**config.mk**
```make
export PLATFORM = sky130hd
export DESIGN_NAME = key_debounce
export DESIGN_NICKNAME = d
export VERILOG_FILES = /design/src/rtl/key_pkg.sv /design/src/rtl/key_debounce_ch.sv /design/src/rtl/key_debounce.sv
export SDC_FILE = /design/constraint.sdc
export NUM_CORES = 1
export LEC_CHECK = 0
export BUFFER_PORTS_ARGS = -buffer_cell sky130_fd_sc_hd__clkbuf_2
export CAP_MARGIN = 20
export CORE_AREA = 2 2 100 102
export CTS_BUF_LIST = sky130_fd_sc_hd__clkbuf_8
export CTS_CLUSTER_DIAMETER = 150
export CTS_CLUSTER_SIZE = 12
export DETAILED_ROUTE_END_ITERATION = 16
export DIE_AREA = 0 0 102 104
export GPL_ROUTABILITY_DRIVEN = 1
export PLACE_DENSITY_LB_ADDON = 0.25
export SLEW_MARGIN = 15
export SYNTH_ARGS = -nofsm -noshare
export SYNTH_HDL_FRONTEND = slang
export SYNTH_SLANG_ARGS = --single-unit
```
**constraint.sdc**
```tcl
create_clock -name clk -period 2.76 [get_ports clk]
set_clock_uncertainty 0.2 [all_clocks]
set_input_delay 0.552 -clock clk [delete_from_list [all_inputs] [get_ports clk]]
set_output_delay 0.552 -clock clk [all_outputs]
set_load 0.05 [all_outputs]
```
**src/rtl/key_pkg.sv**
```systemverilog
`default_nettype none
// +-----------------------------------------------------------------------+
// | key_pkg : debounce FSM state type and timing helper functions          |
// | Rev 1.0                                                                |
// +-----------------------------------------------------------------------+
package key_pkg;

  typedef enum logic [1:0] {
    IDLE         = 2'd0,
    PRESS_WAIT   = 2'd1,
    PRESSED      = 2'd2,
    RELEASE_WAIT = 2'd3
  } db_state_e;

  function automatic int calc_db_cycles(input int clk_freq, input int debounce_ms);
    return clk_freq / 1000 * debounce_ms;
  endfunction

  // ceil(log2(cycles)), never narrower than one bit
  function automatic int calc_cnt_width(input int cycles);
    int w;
    w = 1;
    for (int i = 1; i < 31; i++) begin
      if ((1 << i) < cycles) w = i + 1;
    end
    return w;
  endfunction

endpackage : key_pkg
`default_nettype wire

```
**src/rtl/key_debounce_ch.sv**
```systemverilog
`default_nettype none
// +-----------------------------------------------------------------------+
// | key_debounce_ch : one key channel - synchronizer, FSM, counter, pulses |
// | Rev 1.0                                                                |
// +-----------------------------------------------------------------------+
module key_debounce_ch
  import key_pkg::*;
#(
  parameter int DB_CYCLES = 1_000_000,
  parameter int CNT_W     = 20
) (
  input  logic clk,
  input  logic rst,
  input  logic key_n,
  output logic key_state,
  output logic key_press,
  output logic key_release
);

  localparam logic [CNT_W-1:0] c_CNT_LAST = CNT_W'(DB_CYCLES - 1);

  logic             r_meta_n;
  logic             r_sync_n;
  db_state_e        r_state;
  db_state_e        w_state_nxt;
  logic [CNT_W-1:0] r_cnt;
  logic [CNT_W-1:0] w_cnt_nxt;
  logic             r_press;
  logic             r_release;
  logic             w_press_nxt;
  logic             w_release_nxt;

  // Synchronizer idles high so a reset never looks like a press
  always_ff @(posedge clk) begin
    if (rst) begin
      r_meta_n  <= 1'b1;
      r_sync_n  <= 1'b1;
      r_state   <= IDLE;
      r_cnt     <= '0;
      r_press   <= 1'b0;
      r_release <= 1'b0;
    end else begin
      r_meta_n  <= key_n;
      r_sync_n  <= r_meta_n;
      r_state   <= w_state_nxt;
      r_cnt     <= w_cnt_nxt;
      r_press   <= w_press_nxt;
      r_release <= w_release_nxt;
    end
  end

  always_comb begin
    w_state_nxt   = r_state;
    w_cnt_nxt     = r_cnt;
    w_press_nxt   = 1'b0;
    w_release_nxt = 1'b0;
    case (r_state)
      IDLE: begin
        if (!r_sync_n) begin
          w_state_nxt = PRESS_WAIT;
          w_cnt_nxt   = '0;
        end
      end
      PRESS_WAIT: begin
        if (r_sync_n) begin
          w_state_nxt = IDLE;
        end else if (r_cnt == c_CNT_LAST) begin
          w_state_nxt = PRESSED;
          w_press_nxt = 1'b1;
        end else begin
          w_cnt_nxt = r_cnt + 1'b1;
        end
      end
      PRESSED: begin
        if (r_sync_n) begin
          w_state_nxt = RELEASE_WAIT;
          w_cnt_nxt   = '0;
        end
      end
      RELEASE_WAIT: begin
        if (!r_sync_n) begin
          w_state_nxt = PRESSED;
        end else if (r_cnt == c_CNT_LAST) begin
          w_state_nxt   = IDLE;
          w_release_nxt = 1'b1;
        end else begin
          w_cnt_nxt = r_cnt + 1'b1;
        end
      end
      default: begin
        w_state_nxt = IDLE;
        w_cnt_nxt   = '0;
      end
    endcase
  end

  assign key_state   = (r_state == PRESSED) || (r_state == RELEASE_WAIT);
  assign key_press   = r_press;
  assign key_release = r_release;

endmodule : key_debounce_ch
`default_nettype wire

```
**src/rtl/key_debounce.sv**
```systemverilog
`default_nettype none
// +-----------------------------------------------------------------------+
// | key_debounce : N independent debounced keys plus a shared press count  |
// | Rev 1.0                                                                |
// +-----------------------------------------------------------------------+
module key_debounce
  import key_pkg::*;
#(
  parameter int CLK_FREQ    = 50_000_000,
  parameter int DEBOUNCE_MS = 20,
  parameter int N_KEYS      = 4
) (
  input  logic              clk,
  input  logic              rst,
  input  logic [N_KEYS-1:0] key_n,
  output logic [N_KEYS-1:0] key_state,
  output logic [N_KEYS-1:0] key_press,
  output logic [N_KEYS-1:0] key_release,
  output logic [7:0]        press_cnt
);

  localparam int c_DB_CYCLES = calc_db_cycles(CLK_FREQ, DEBOUNCE_MS);
  localparam int c_CNT_W     = calc_cnt_width(c_DB_CYCLES);

  logic [7:0] r_press_cnt;
  logic [7:0] w_pop;

  for (genvar i = 0; i < N_KEYS; i++) begin : g_ch
    key_debounce_ch #(
      .DB_CYCLES (c_DB_CYCLES),
      .CNT_W     (c_CNT_W)
    ) u_ch (
      .clk         (clk),
      .rst         (rst),
      .key_n       (key_n[i]),
      .key_state   (key_state[i]),
      .key_press   (key_press[i]),
      .key_release (key_release[i])
    );
  end

  always_comb begin
    w_pop = '0;
    for (int i = 0; i < N_KEYS; i++) begin
      w_pop = w_pop + 8'(key_press[i]);
    end
  end

  // 8-bit accumulator wraps naturally modulo 256
  always_ff @(posedge clk) begin
    if (rst) begin
      r_press_cnt <= '0;
    end else begin
      r_press_cnt <= r_press_cnt + w_pop;
    end
  end

  assign press_cnt = r_press_cnt;

endmodule : key_debounce
`default_nettype wire
```
==> impl_metrics.prom, run 1 <==
# TYPE chip_impl_metric gauge
chip_impl_info{name="outcome",value="finished, final reports clean"} 1
chip_impl_metric{name="layout-drive-gt1-share",unit=""} 0.114
chip_impl_metric{name="layoutNonFillerInstCount",unit=""} 746
chip_impl_metric{name="synth-compound-area-share",unit=""} 0.0809
chip_impl_metric{name="cts.sinks",unit=""} 112
chip_impl_metric{name="fin_ws",unit="ns"} 0.323
chip_impl_info{name="ys_dominant_reg_cell",value="dfxtp_1"} 1
chip_impl_info{name="grt_setup_unrepaired",value="false"} 1
chip_impl_metric{name="cts_htree_levels",unit=""} 3
chip_impl_metric{name="grt_remaining_overflow",unit=""} 0
chip_impl_metric{name="initial_utilization",unit=""} 0.539
chip_impl_info{name="synth_most_common_cell",value="dfxtp_1"} 1
chip_impl_metric{name="wire_length_of_the_first_global_routing_pass",unit="mm"} 17.2
chip_impl_metric{name="ctsHoldBuffers",unit=""} 0
chip_impl_metric{name="grt_util_all_layers",unit=""} 0.199
chip_impl_metric{name="report.power.total",unit="mW"} 2.70
chip_impl_metric{name="gp_congestion",unit=""} 0.874
chip_impl_metric{name="post-route-min-period",unit="ns"} 2.44
chip_impl_metric{name="powerDensity",unit="nW/µm²"} 486
chip_impl_metric{name="remaining_drc_errors",unit=""} 0
chip_impl_metric{name="netlist.area_leader.share",unit=""} 0.435
chip_impl_metric{name="slew_headroom",unit=""} 0.596
chip_impl_metric{name="fp-row-count",unit=""} 36
chip_impl_metric{name="synth_fa_ha_area_frac",unit=""} 0.0238
chip_impl_metric{name="post-route-cell-area",unit="µm²"} 5550
chip_impl_info{name="leading_post_synthesis_cells_by_instance_count",value="dfxtp_1, nor2_1, nand2_1"} 1
chip_impl_metric{name="netlist_instances",unit=""} 594
chip_impl_metric{name="final_hold_fails",unit=""} 0
chip_impl_metric{name="tightest_slew",unit="ns"} 0.600
chip_impl_metric{name="post_placement_cell_count",unit=""} 730
chip_impl_metric{name="wl_per_cell",unit="µm"} 13.6
chip_impl_info{name="clock_tree_from_tritoncts",value="done"} 1
chip_impl_metric{name="clk_pin_slew",unit="ns"} 0.10
chip_impl_metric{name="muxShareOfSynthArea",unit=""} 0.00194
chip_impl_metric{name="avgSynthCellArea",unit="µm²"} 8.67
chip_impl_metric{name="timing.critical_path.fanout_max",unit=""} 12
chip_impl_metric{name="die-width",unit="µm"} 102
chip_impl_metric{name="initial_antenna_violation_count",unit=""} 0
chip_impl_metric{name="place.port_buffers",unit=""} 25
chip_impl_metric{name="post_synth_and_or_nand_nor_area_fraction",unit=""} 0.305
chip_impl_metric{name="syn_area",unit="µm²"} 5150
chip_impl_metric{name="synth_enable_flop_cells",unit=""} 0
chip_impl_info{name="dominant_combinational_cell_family_by_area_after_synthesis",value="simple AND/OR/NAND/NOR gates"} 1
chip_impl_info{name="clock_tree.root_cell",value="clkbuf_8"} 1
chip_impl_metric{name="detail_route.vias_per_cell",unit=""} 5.57
chip_impl_metric{name="slew_violations",unit=""} 0
chip_impl_info{name="end_kind",value="register"} 1
chip_impl_metric{name="clockBufferDepth",unit=""} 2
chip_impl_metric{name="first_global_vias",unit=""} 3754
chip_impl_metric{name="pin_count_of_the_biggest_net_entering_global_routing",unit=""} 28
chip_impl_metric{name="irDropWorstVdd",unit="mV"} 0.358
chip_impl_metric{name="nets",unit=""} 622
chip_impl_metric{name="finish.utilization",unit=""} 0.581
chip_impl_metric{name="insertedDiodeCount",unit=""} 0
chip_impl_info{name="timing.hold.worst.class",value="in2reg"} 1
chip_impl_metric{name="finalCritPeriodShare",unit=""} 0.883
chip_impl_metric{name="die_y",unit="µm"} 104
chip_impl_metric{name="detailedRoute.firstPassIterationCount",unit=""} 4
chip_impl_info{name="setup.worst_path.start_class",value="register"} 1
chip_impl_metric{name="setup_viol",unit=""} 0
chip_impl_metric{name="cp.arrival",unit="ns"} 2.55
chip_impl_metric{name="postCtsSetupBuffers",unit=""} 0
chip_impl_metric{name="floorplan.die_area",unit="µm²"} 10600
chip_impl_metric{name="p_leak",unit="nW"} 1.92
chip_impl_info{name="path_class",value="reg2reg"} 1
chip_impl_metric{name="placement.cell_area",unit="µm²"} 5350
chip_impl_info{name="synth_area_leader_cell",value="dfxtp_1"} 1
chip_impl_metric{name="floorplan.io_pins",unit=""} 26
chip_impl_metric{name="placement.setup.worst_slack",unit="ns"} 0.359
chip_impl_metric{name="ys.warnings.count",unit=""} 0
chip_impl_metric{name="whs",unit="ns"} 0.146
chip_impl_metric{name="yosys.area_share.xor_xnor",unit=""} 0.111
chip_impl_metric{name="drt_iter0_drc",unit=""} 191
chip_impl_metric{name="tritoncts.num_buffers",unit=""} 9
chip_impl_metric{name="setup_tns",unit="ns"} 0
chip_impl_metric{name="cap_violations",unit=""} 0
chip_impl_metric{name="routed_wl",unit="mm"} 10.1
chip_impl_metric{name="detailed_place_hpwl",unit="mm"} 7.33
chip_impl_metric{name="insertion_delay_to_the_later_sink_of_the_worst_skew_pair",unit="ns"} 0.38
chip_impl_metric{name="floorplan.core_area",unit="µm²"} 9550
chip_impl_metric{name="netlist-cell-type-count",unit=""} 50
chip_impl_metric{name="cts_repair_resize_count",unit=""} 0
chip_impl_metric{name="ant_nets",unit=""} 0
chip_impl_metric{name="worstPathRequired",unit="ns"} 2.87
chip_impl_metric{name="async_reset_ff_frac",unit=""} 0
chip_impl_metric{name="synthesis.nets",unit=""} 608
chip_impl_metric{name="synth.yosys.seq_area_share",unit=""} 0.435
chip_impl_metric{name="area.growth.synth_to_final",unit="%"} 7.80
chip_impl_metric{name="yosys_register_bits",unit=""} 112
chip_impl_metric{name="via_count",unit=""} 4157
chip_impl_info{name="synth.area.top_cells",value="dfxtp_1, xor2_1, nor2_1"} 1
chip_impl_metric{name="max_clock_freq",unit="MHz"} 410
[flip-flops by register name, summed over array words and instances, names as in the netlist, named ones only]
| name | flops |
|---|---|
| g_ch.u_ch.r_meta_n | 4 |
| g_ch.u_ch.r_sync_n | 4 |
| g_ch.u_ch.r_state | 4 |
| g_ch.u_ch.key_release | 4 |
| press_cnt | 8 |
| g_ch.u_ch.key_press | 4 |
| g_ch.u_ch.r_cnt | 80 |
[routing by layer]
metal	up-vias	GRT usage	wire [µm]	share of wire
met5	-	0	0	0
met1	1962	0.270	4950	0.49
li1	2129	-	-	-
met4	0	0.0581	114	0.011
met3	8	0.0645	428	0.042
met2	58	0.304	4640	0.46
[power by group]
group	total [mW]	switching [mW]	internal, mW
Sequential	1.63	0.00653	1.62
Clock	1.00	0.554	0.450
Combinational	0.0669	0.0482	0.0187
Total	2.70	0.609	2.09
[layout make-up]
cell class,count,area [µm²]
multi-input combinational,436,2690
inverter,15,56.3
sequential,112,2240
clock buffer,10,138
timing repair buffer,34,193
clock inverter,6,67.6
tap,133,166
fill,876,4000
[path summary, 6_finish.rpt]
| path | from | to | slack [ns] | cells after the start |
|---|---|---|---|---|
| worst max-delay path | g_ch[0].u_ch.r_cnt[0]$_SDFFE_PP0P_ | g_ch[0].u_ch.r_cnt[6]$_SDFFE_PP0P_ | 0.32 | 7 |
| worst min-delay path | key_n[3] | g_ch[3].u_ch.r_meta_n$_SDFF_PP1_ | 0.15 | 2 |
| worst max register to register | g_ch[0].u_ch.r_cnt[0]$_SDFFE_PP0P_ | g_ch[0].u_ch.r_cnt[6]$_SDFFE_PP0P_ | 0.32 | 7 |
| worst min register to register | g_ch[0].u_ch.r_meta_n$_SDFF_PP1_ | g_ch[0].u_ch.r_sync_n$_SDFF_PP1_ | 0.23 | 1 |
[cells by family after synthesis]
group / count (synthesis)
xor gates and xnor gates: 65
DFF: 112
AOI/OAI and AO/OA: 66
adders and majority gates: 8
and+or+nand+nor: 296
muxes: 1
buffers and inverters: 46
[worst max-delay path: stages (launching register included)]
cell and delay, ns:
dfxtp_1 0.41, ha_1 0.20, nand2_1 0.15, or4_1 0.56
o21ai_1 0.36, buf_4 0.24, o21ai_0 0.11, a21oi_1 0.13
[placed cells by master (no fill, tap or decap), drive strengths merged, types with 15 or more instances in the layout]
master	netlist	layout
a21oi	23	23
clkbuf	17	35
dfxtp	112	112
inv	15	18
nand2	47	47
nand3	27	27
nand4	32	32
nor2	81	81
nor4	16	16
o21ai	15	15
or4	15	15
xnor2	20	20
xor2	45	45
Note: power is estimated with default switching activity, not from simulation.
==> run 2: changes to the inputs <==
Settings changed: PLACE_DENSITY set to 0.8, PLACE_DENSITY_LB_ADDON 0.25 to unset.
==> impl_metrics.prom, run 2 (synthesis gave the netlist of run 1 again) <==
# TYPE chip_impl_metric gauge
chip_impl_metric{name="power_frac_seq",unit=""} 0.598
chip_impl_metric{name="p_leak",unit="nW"} 1.91
chip_impl_info{name="layout.cells.most_common_list",value="dfxtp_1, nor2_1, nand2_1"} 1
chip_impl_metric{name="layout-drive-gt1-share",unit=""} 0.114
chip_impl_metric{name="postCtsSetupBuffers",unit=""} 0
chip_impl_metric{name="post-route-min-period",unit="ns"} 2.45
chip_impl_metric{name="cp.arrival",unit="ns"} 2.51
chip_impl_metric{name="post_placement_cell_count",unit=""} 729
chip_impl_info{name="grt_setup_unrepaired",value="false"} 1
chip_impl_metric{name="routed_wl",unit="mm"} 10.2
chip_impl_metric{name="cts_htree_levels",unit=""} 3
chip_impl_info{name="end_kind",value="register"} 1
chip_impl_metric{name="drt_iter0_drc",unit=""} 220
chip_impl_metric{name="cts_repair_resize_count",unit=""} 0
chip_impl_metric{name="slew_headroom",unit=""} 0.482
chip_impl_metric{name="report.power.total",unit="mW"} 2.72
chip_impl_metric{name="tightest_slew",unit="ns"} 0.775
chip_impl_metric{name="final_hold_fails",unit=""} 0
chip_impl_metric{name="powerDensity",unit="nW/µm²"} 490
chip_impl_info{name="cpLargestDelayFamily",value="simple AND/OR/NAND/NOR gates"} 1
chip_impl_info{name="critical-path-slowest-cell",value="or4_1"} 1
chip_impl_metric{name="slew_violations",unit=""} 0
chip_impl_metric{name="power.switching_fraction",unit=""} 0.229
chip_impl_metric{name="area.growth.synth_to_final",unit="%"} 7.80
chip_impl_info{name="timing.hold.worst.class",value="in2reg"} 1
chip_impl_metric{name="post-route-cell-area",unit="µm²"} 5550
chip_impl_metric{name="detailedRoute.firstPassIterationCount",unit=""} 5
chip_impl_metric{name="floorplan.core_area",unit="µm²"} 9550
chip_impl_metric{name="cts.sinks",unit=""} 112
chip_impl_info{name="path_common_cell",value="or4_1"} 1
chip_impl_info{name="clock_tree_from_tritoncts",value="done"} 1
chip_impl_info{name="max_flop_register",value="g_ch.u_ch.r_cnt"} 1
chip_impl_metric{name="grt_util_all_layers",unit=""} 0.201
chip_impl_metric{name="irDropWorstVdd",unit="mV"} 0.255
chip_impl_metric{name="insertedDiodeCount",unit=""} 0
chip_impl_metric{name="fp-row-count",unit=""} 36
chip_impl_metric{name="cap_violations",unit=""} 0
chip_impl_metric{name="placement.cell_area",unit="µm²"} 5340
chip_impl_info{name="timing.critical_path.cells",value="ha_1 -> nand2_1 -> or4_1 -> o21ai_1 -> buf_4 -> or4_1 -> a21oi_1"} 1
chip_impl_metric{name="path_buf_inv",unit=""} 1
chip_impl_metric{name="remaining_drc_errors",unit=""} 0
chip_impl_metric{name="switchingPower",unit="mW"} 0.624
chip_impl_metric{name="ant_nets",unit=""} 0
chip_impl_metric{name="number_of_flip_flops_in_the_largest_register",unit=""} 80
chip_impl_metric{name="setup_viol",unit=""} 0
chip_impl_metric{name="setup_tns",unit="ns"} 0
chip_impl_metric{name="floorplan.io_pins",unit=""} 26
chip_impl_metric{name="die-width",unit="µm"} 102
chip_impl_metric{name="clockBufferDepth",unit=""} 2
chip_impl_metric{name="insertion_delay_to_the_later_sink_of_the_worst_skew_pair",unit="ns"} 0.37
chip_impl_info{name="most_common_cell_after_layout_fill_and_taps_aside",value="dfxtp_1"} 1
chip_impl_info{name="setup.worst_path.start_class",value="register"} 1
chip_impl_metric{name="max_clock_freq",unit="MHz"} 408
chip_impl_metric{name="gp_congestion",unit=""} 0.944
chip_impl_metric{name="first_global_vias",unit=""} 3975
chip_impl_metric{name="ctsHoldBuffers",unit=""} 0
chip_impl_metric{name="die_y",unit="µm"} 104
chip_impl_metric{name="initial_utilization",unit=""} 0.539
chip_impl_metric{name="whs",unit="ns"} 0.150
chip_impl_info{name="path_class",value="reg2reg"} 1
chip_impl_metric{name="place.port_buffers",unit=""} 25
chip_impl_info{name="outcome",value="finished, final reports clean"} 1
chip_impl_metric{name="timing.critical_path.fanout_max",unit=""} 12
chip_impl_metric{name="floorplan.die_area",unit="µm²"} 10600
chip_impl_metric{name="initial_antenna_violation_count",unit=""} 0
chip_impl_metric{name="detailed_place_hpwl",unit="mm"} 7.38
chip_impl_metric{name="worstPathRequired",unit="ns"} 2.81
chip_impl_metric{name="wl_per_cell",unit="µm"} 13.7
chip_impl_metric{name="finish.utilization",unit=""} 0.581
chip_impl_metric{name="via_count",unit=""} 4283
chip_impl_metric{name="grt_remaining_overflow",unit=""} 0
chip_impl_metric{name="pwr-share-comb",unit=""} 0.025
chip_impl_metric{name="wire_length_of_the_first_global_routing_pass",unit="mm"} 17.7
chip_impl_metric{name="tritoncts.num_buffers",unit=""} 9
chip_impl_metric{name="detail_route.vias_per_cell",unit=""} 5.75
chip_impl_metric{name="cpPeakStageDelay",unit="ns"} 0.58
chip_impl_metric{name="nets",unit=""} 621
chip_impl_metric{name="pin_count_of_the_biggest_net_entering_global_routing",unit=""} 22
chip_impl_metric{name="clkPwrFrac",unit=""} 0.377
chip_impl_info{name="clock_tree.root_cell",value="clkbuf_8"} 1
chip_impl_metric{name="clk_pin_slew",unit="ns"} 0.11
chip_impl_metric{name="finalCritPeriodShare",unit=""} 0.889
chip_impl_metric{name="power_report.internal_total",unit="mW"} 2.10
chip_impl_metric{name="layoutNonFillerInstCount",unit=""} 745
chip_impl_metric{name="fin_ws",unit="ns"} 0.307
chip_impl_metric{name="placement.setup.worst_slack",unit="ns"} 0.379
==> run 2: final timing paths <==
kind                                       from                                   to  slack [ns]  depth (start not counted)
max reg2reg  g_ch[0].u_ch.r_cnt[0]$_SDFFE_PP0P_  g_ch[0].u_ch.r_cnt[17]$_SDFFE_PP0P_        0.31                          7
min                                    key_n[3]     g_ch[3].u_ch.r_meta_n$_SDFF_PP1_        0.15                          2
max          g_ch[0].u_ch.r_cnt[0]$_SDFFE_PP0P_  g_ch[0].u_ch.r_cnt[17]$_SDFFE_PP0P_        0.31                          7
min reg2reg    g_ch[3].u_ch.r_meta_n$_SDFF_PP1_     g_ch[3].u_ch.r_sync_n$_SDFF_PP1_        0.22                          1
==> run 2: layout make-up <==
cell class	count	area [µm²]
Clock buffer	10	138
Inverter	15	56.3
Clock inverter	6	75.1
Fill cell	849	4000
Timing Repair Buffer	33	185
Multi-Input combinational cell	436	2690
Sequential cell	112	2240
Tap cell	133	166
==> run 2: power by group through the flow <==
stage / logic, mW / clock network (mW) / registers [mW]
after floorplan: 0.0476 / 0 / 1.66
after global placement: 0.0652 / 0 / 1.67
after detailed placement: 0.0667 / 0 / 1.67
after CTS: 0.0670 / 1.05 / 1.63
after global routing: 0.0745 / 1.12 / 1.63
final: 0.0670 / 1.03 / 1.63
==> run 2: per-layer routing <==
| layer | GRT usage | up-vias | wire length, µm |
|---|---|---|---|
| li1 | - | 2125 | - |
| met1 | 0.265 | 2038 | 4610 |
| met2 | 0.320 | 103 | 4960 |
| met3 | 0.0470 | 17 | 466 |
| met4 | 0.0752 | 0 | 156 |
| met5 | 0 | - | 0 |
==> run 3: changes to the inputs <==
--- a/constraint.sdc
+++ b/constraint.sdc
@@ -3,3 +3,3 @@
 set_input_delay 0.552 -clock clk [delete_from_list [all_inputs] [get_ports clk]]
 set_output_delay 0.552 -clock clk [all_outputs]
-set_load 0.05 [all_outputs]
+set_load 0.1 [all_outputs]
==> impl_metrics.prom, run 3 (synthesis gave the netlist of run 1 again) <==
# TYPE chip_impl_metric gauge
chip_impl_info{name="outcome",value="finished, final reports clean"} 1
chip_impl_metric{name="tritoncts.num_buffers",unit=""} 9
chip_impl_info{name="path_class",value="reg2reg"} 1
chip_impl_metric{name="worstPathRequired",unit="ns"} 2.83
chip_impl_info{name="max_flop_register",value="g_ch.u_ch.r_cnt"} 1
chip_impl_metric{name="drt_iter0_drc",unit=""} 224
chip_impl_metric{name="cts_repair_resize_count",unit=""} 0
chip_impl_metric{name="cap_violations",unit=""} 0
chip_impl_metric{name="floorplan.die_area",unit="µm²"} 10600
chip_impl_info{name="end_kind",value="register"} 1
chip_impl_metric{name="die_y",unit="µm"} 104
chip_impl_info{name="startpoint",value="g_ch[2].u_ch.r_cnt[10]$_SDFFE_PP0P_"} 1
chip_impl_metric{name="min_path_cells",unit=""} 2
chip_impl_metric{name="nets",unit=""} 621
chip_impl_metric{name="area.growth.synth_to_final",unit="%"} 7.63
chip_impl_metric{name="floorplan.core_area",unit="µm²"} 9550
chip_impl_metric{name="slew_headroom",unit=""} 0.489
chip_impl_metric{name="routed_wl",unit="mm"} 10.3
chip_impl_metric{name="final_hold_fails",unit=""} 0
chip_impl_info{name="worst_r2r_startpoint",value="g_ch[2].u_ch.r_cnt[10]$_SDFFE_PP0P_"} 1
chip_impl_metric{name="layout-drive-gt1-share",unit=""} 0.116
chip_impl_metric{name="detailed_place_hpwl",unit="mm"} 7.38
chip_impl_metric{name="irDropWorstVdd",unit="mV"} 0.243
chip_impl_metric{name="layoutNonFillerInstCount",unit=""} 745
chip_impl_metric{name="setup_tns",unit="ns"} 0
chip_impl_info{name="most_common_cell_after_layout_fill_and_taps_aside",value="dfxtp_1"} 1
chip_impl_metric{name="cts.sinks",unit=""} 112
chip_impl_metric{name="initial_utilization",unit=""} 0.539
chip_impl_metric{name="clkPwrFrac",unit=""} 0.369
chip_impl_metric{name="place.port_buffers",unit=""} 25
chip_impl_metric{name="pwr-share-comb",unit=""} 0.025
chip_impl_metric{name="cpPeakStageDelay",unit="ns"} 0.58
chip_impl_metric{name="power_frac_seq",unit=""} 0.606
chip_impl_metric{name="remaining_drc_errors",unit=""} 0
chip_impl_metric{name="post-route-cell-area",unit="µm²"} 5540
chip_impl_metric{name="postCtsSetupBuffers",unit=""} 0
chip_impl_info{name="critical-path-slowest-cell",value="or4b_1"} 1
chip_impl_metric{name="insertedDiodeCount",unit=""} 0
chip_impl_metric{name="placement.cell_area",unit="µm²"} 5340
chip_impl_info{name="clock_tree.root_cell",value="clkbuf_8"} 1
chip_impl_metric{name="ant_nets",unit=""} 0
chip_impl_metric{name="pin_count_of_the_biggest_net_entering_global_routing",unit=""} 27
chip_impl_metric{name="initial_antenna_violation_count",unit=""} 0
chip_impl_metric{name="detailedRoute.firstPassIterationCount",unit=""} 5
chip_impl_metric{name="power.switching_fraction",unit=""} 0.231
chip_impl_metric{name="ctsHoldBuffers",unit=""} 0
chip_impl_metric{name="wire_length_of_the_first_global_routing_pass",unit="mm"} 17.5
chip_impl_metric{name="post_placement_cell_count",unit=""} 729
chip_impl_info{name="cpLargestDelayFamily",value="simple AND/OR/NAND/NOR gates"} 1
chip_impl_metric{name="whs",unit="ns"} 0.152
chip_impl_metric{name="rr_worst_depth",unit=""} 5
chip_impl_metric{name="path_buf_inv",unit=""} 0
chip_impl_metric{name="detail_route.vias_per_cell",unit=""} 5.72
chip_impl_info{name="worst_hold_startpoint",value="key_n[0]"} 1
chip_impl_metric{name="grt_util_all_layers",unit=""} 0.200
chip_impl_metric{name="clk_pin_slew",unit="ns"} 0.11
chip_impl_metric{name="setup_viol",unit=""} 0
chip_impl_metric{name="tightest_slew",unit="ns"} 0.760
chip_impl_metric{name="crit_cells",unit=""} 5
chip_impl_metric{name="via_count",unit=""} 4265
chip_impl_info{name="setup.worst_path.start_class",value="register"} 1
chip_impl_metric{name="floorplan.io_pins",unit=""} 26
chip_impl_info{name="grt_setup_unrepaired",value="false"} 1
chip_impl_metric{name="insertion_delay_to_the_later_sink_of_the_worst_skew_pair",unit="ns"} 0.38
chip_impl_metric{name="finalCritPeriodShare",unit=""} 0.855
chip_impl_metric{name="slew_violations",unit=""} 0
chip_impl_info{name="timing.hold.worst.class",value="in2reg"} 1
chip_impl_info{name="clock_tree_from_tritoncts",value="done"} 1
chip_impl_metric{name="max_clock_freq",unit="MHz"} 424
chip_impl_metric{name="post-route-min-period",unit="ns"} 2.36
chip_impl_metric{name="power_report.internal_total",unit="mW"} 2.07
chip_impl_metric{name="fp-row-count",unit=""} 36
chip_impl_info{name="timing.critical_path.cells",value="or4b_1 -> or4_4 -> o21ai_0 -> or2_2 -> a21oi_1"} 1
chip_impl_metric{name="wl_per_cell",unit="µm"} 13.8
chip_impl_metric{name="first_global_vias",unit=""} 3975
chip_impl_metric{name="number_of_flip_flops_in_the_largest_register",unit=""} 80
chip_impl_metric{name="cp.arrival",unit="ns"} 2.43
chip_impl_metric{name="timing.critical_path.fanout_max",unit=""} 7
chip_impl_metric{name="report.power.total",unit="mW"} 2.69
chip_impl_metric{name="p_leak",unit="nW"} 1.90
chip_impl_metric{name="fillers",unit=""} 858
chip_impl_metric{name="clockBufferDepth",unit=""} 2
chip_impl_metric{name="grt_remaining_overflow",unit=""} 0
chip_impl_metric{name="gp_congestion",unit=""} 0.942
chip_impl_metric{name="cts_htree_levels",unit=""} 3
chip_impl_info{name="layout.cells.most_common_list",value="dfxtp_1, nor2_1, nand2_1"} 1
chip_impl_metric{name="powerDensity",unit="nW/µm²"} 485
chip_impl_metric{name="switchingPower",unit="mW"} 0.620
chip_impl_metric{name="die-width",unit="µm"} 102
==> run 3: worst reg2reg max path: stages, from the launching register on <==
cell and delay, ns:
dfxtp_1 0.38, or4b_1 0.58, or4_4 0.57, o21ai_0 0.30, or2_2 0.17, a21oi_1 0.05
==> run 3: cell type report <==
class | instances | area (µm²) | area share
clock inverter | 7 | 78.8 | 0.0142
clock buffer | 9 | 124 | 0.0223
multi-input combinational | 436 | 2690 | 0.485
timing repair buffer | 33 | 185 | 0.0334
inverter | 15 | 56.3 | 0.0102
sequential | 112 | 2240 | 0.405
tap | 133 | 166 | 0.0300
==> run 3: path summary, 6_finish.rpt <==
kind,slack (ns),endpoint
min reg2reg,0.22,g_ch[1].u_ch.r_sync_n$_SDFF_PP1_
max reg2reg,0.40,g_ch[2].u_ch.r_cnt[3]$_SDFFE_PP0P_
min,0.15,g_ch[0].u_ch.r_meta_n$_SDFF_PP1_
max,0.40,g_ch[2].u_ch.r_cnt[3]$_SDFFE_PP0P_
==> run 3: through the flow <==
stage / setup WS [ns] / util
after floorplan: 0.317 / -
after detailed placement: 0.454 / 0.559
after global routing: 0.272 / 0.581
after global placement: 0.520 / 0.559
after CTS: 0.423 / 0.581
final: 0.400 / 0.581
==> run 3: power by group through the flow <==
stage | Clock [mW] | Sequential, mW | Combinational (mW)
floorplan | 0 | 1.66 | 0.0476
global placement | 0 | 1.67 | 0.0646
detailed placement | 0 | 1.67 | 0.0670
CTS | 1.02 | 1.63 | 0.0672
global route | 1.10 | 1.63 | 0.0739
finish | 0.994 | 1.63 | 0.0673
==> run 3: routing by layer <==
metal  up-vias  routed length, µm  GRT usage
li1       2129                  -          -
met1      2037               4570      0.249
met5         -                  0          0
met2        85               5100      0.337
met3        14                442     0.0464
met4         0                139     0.0714
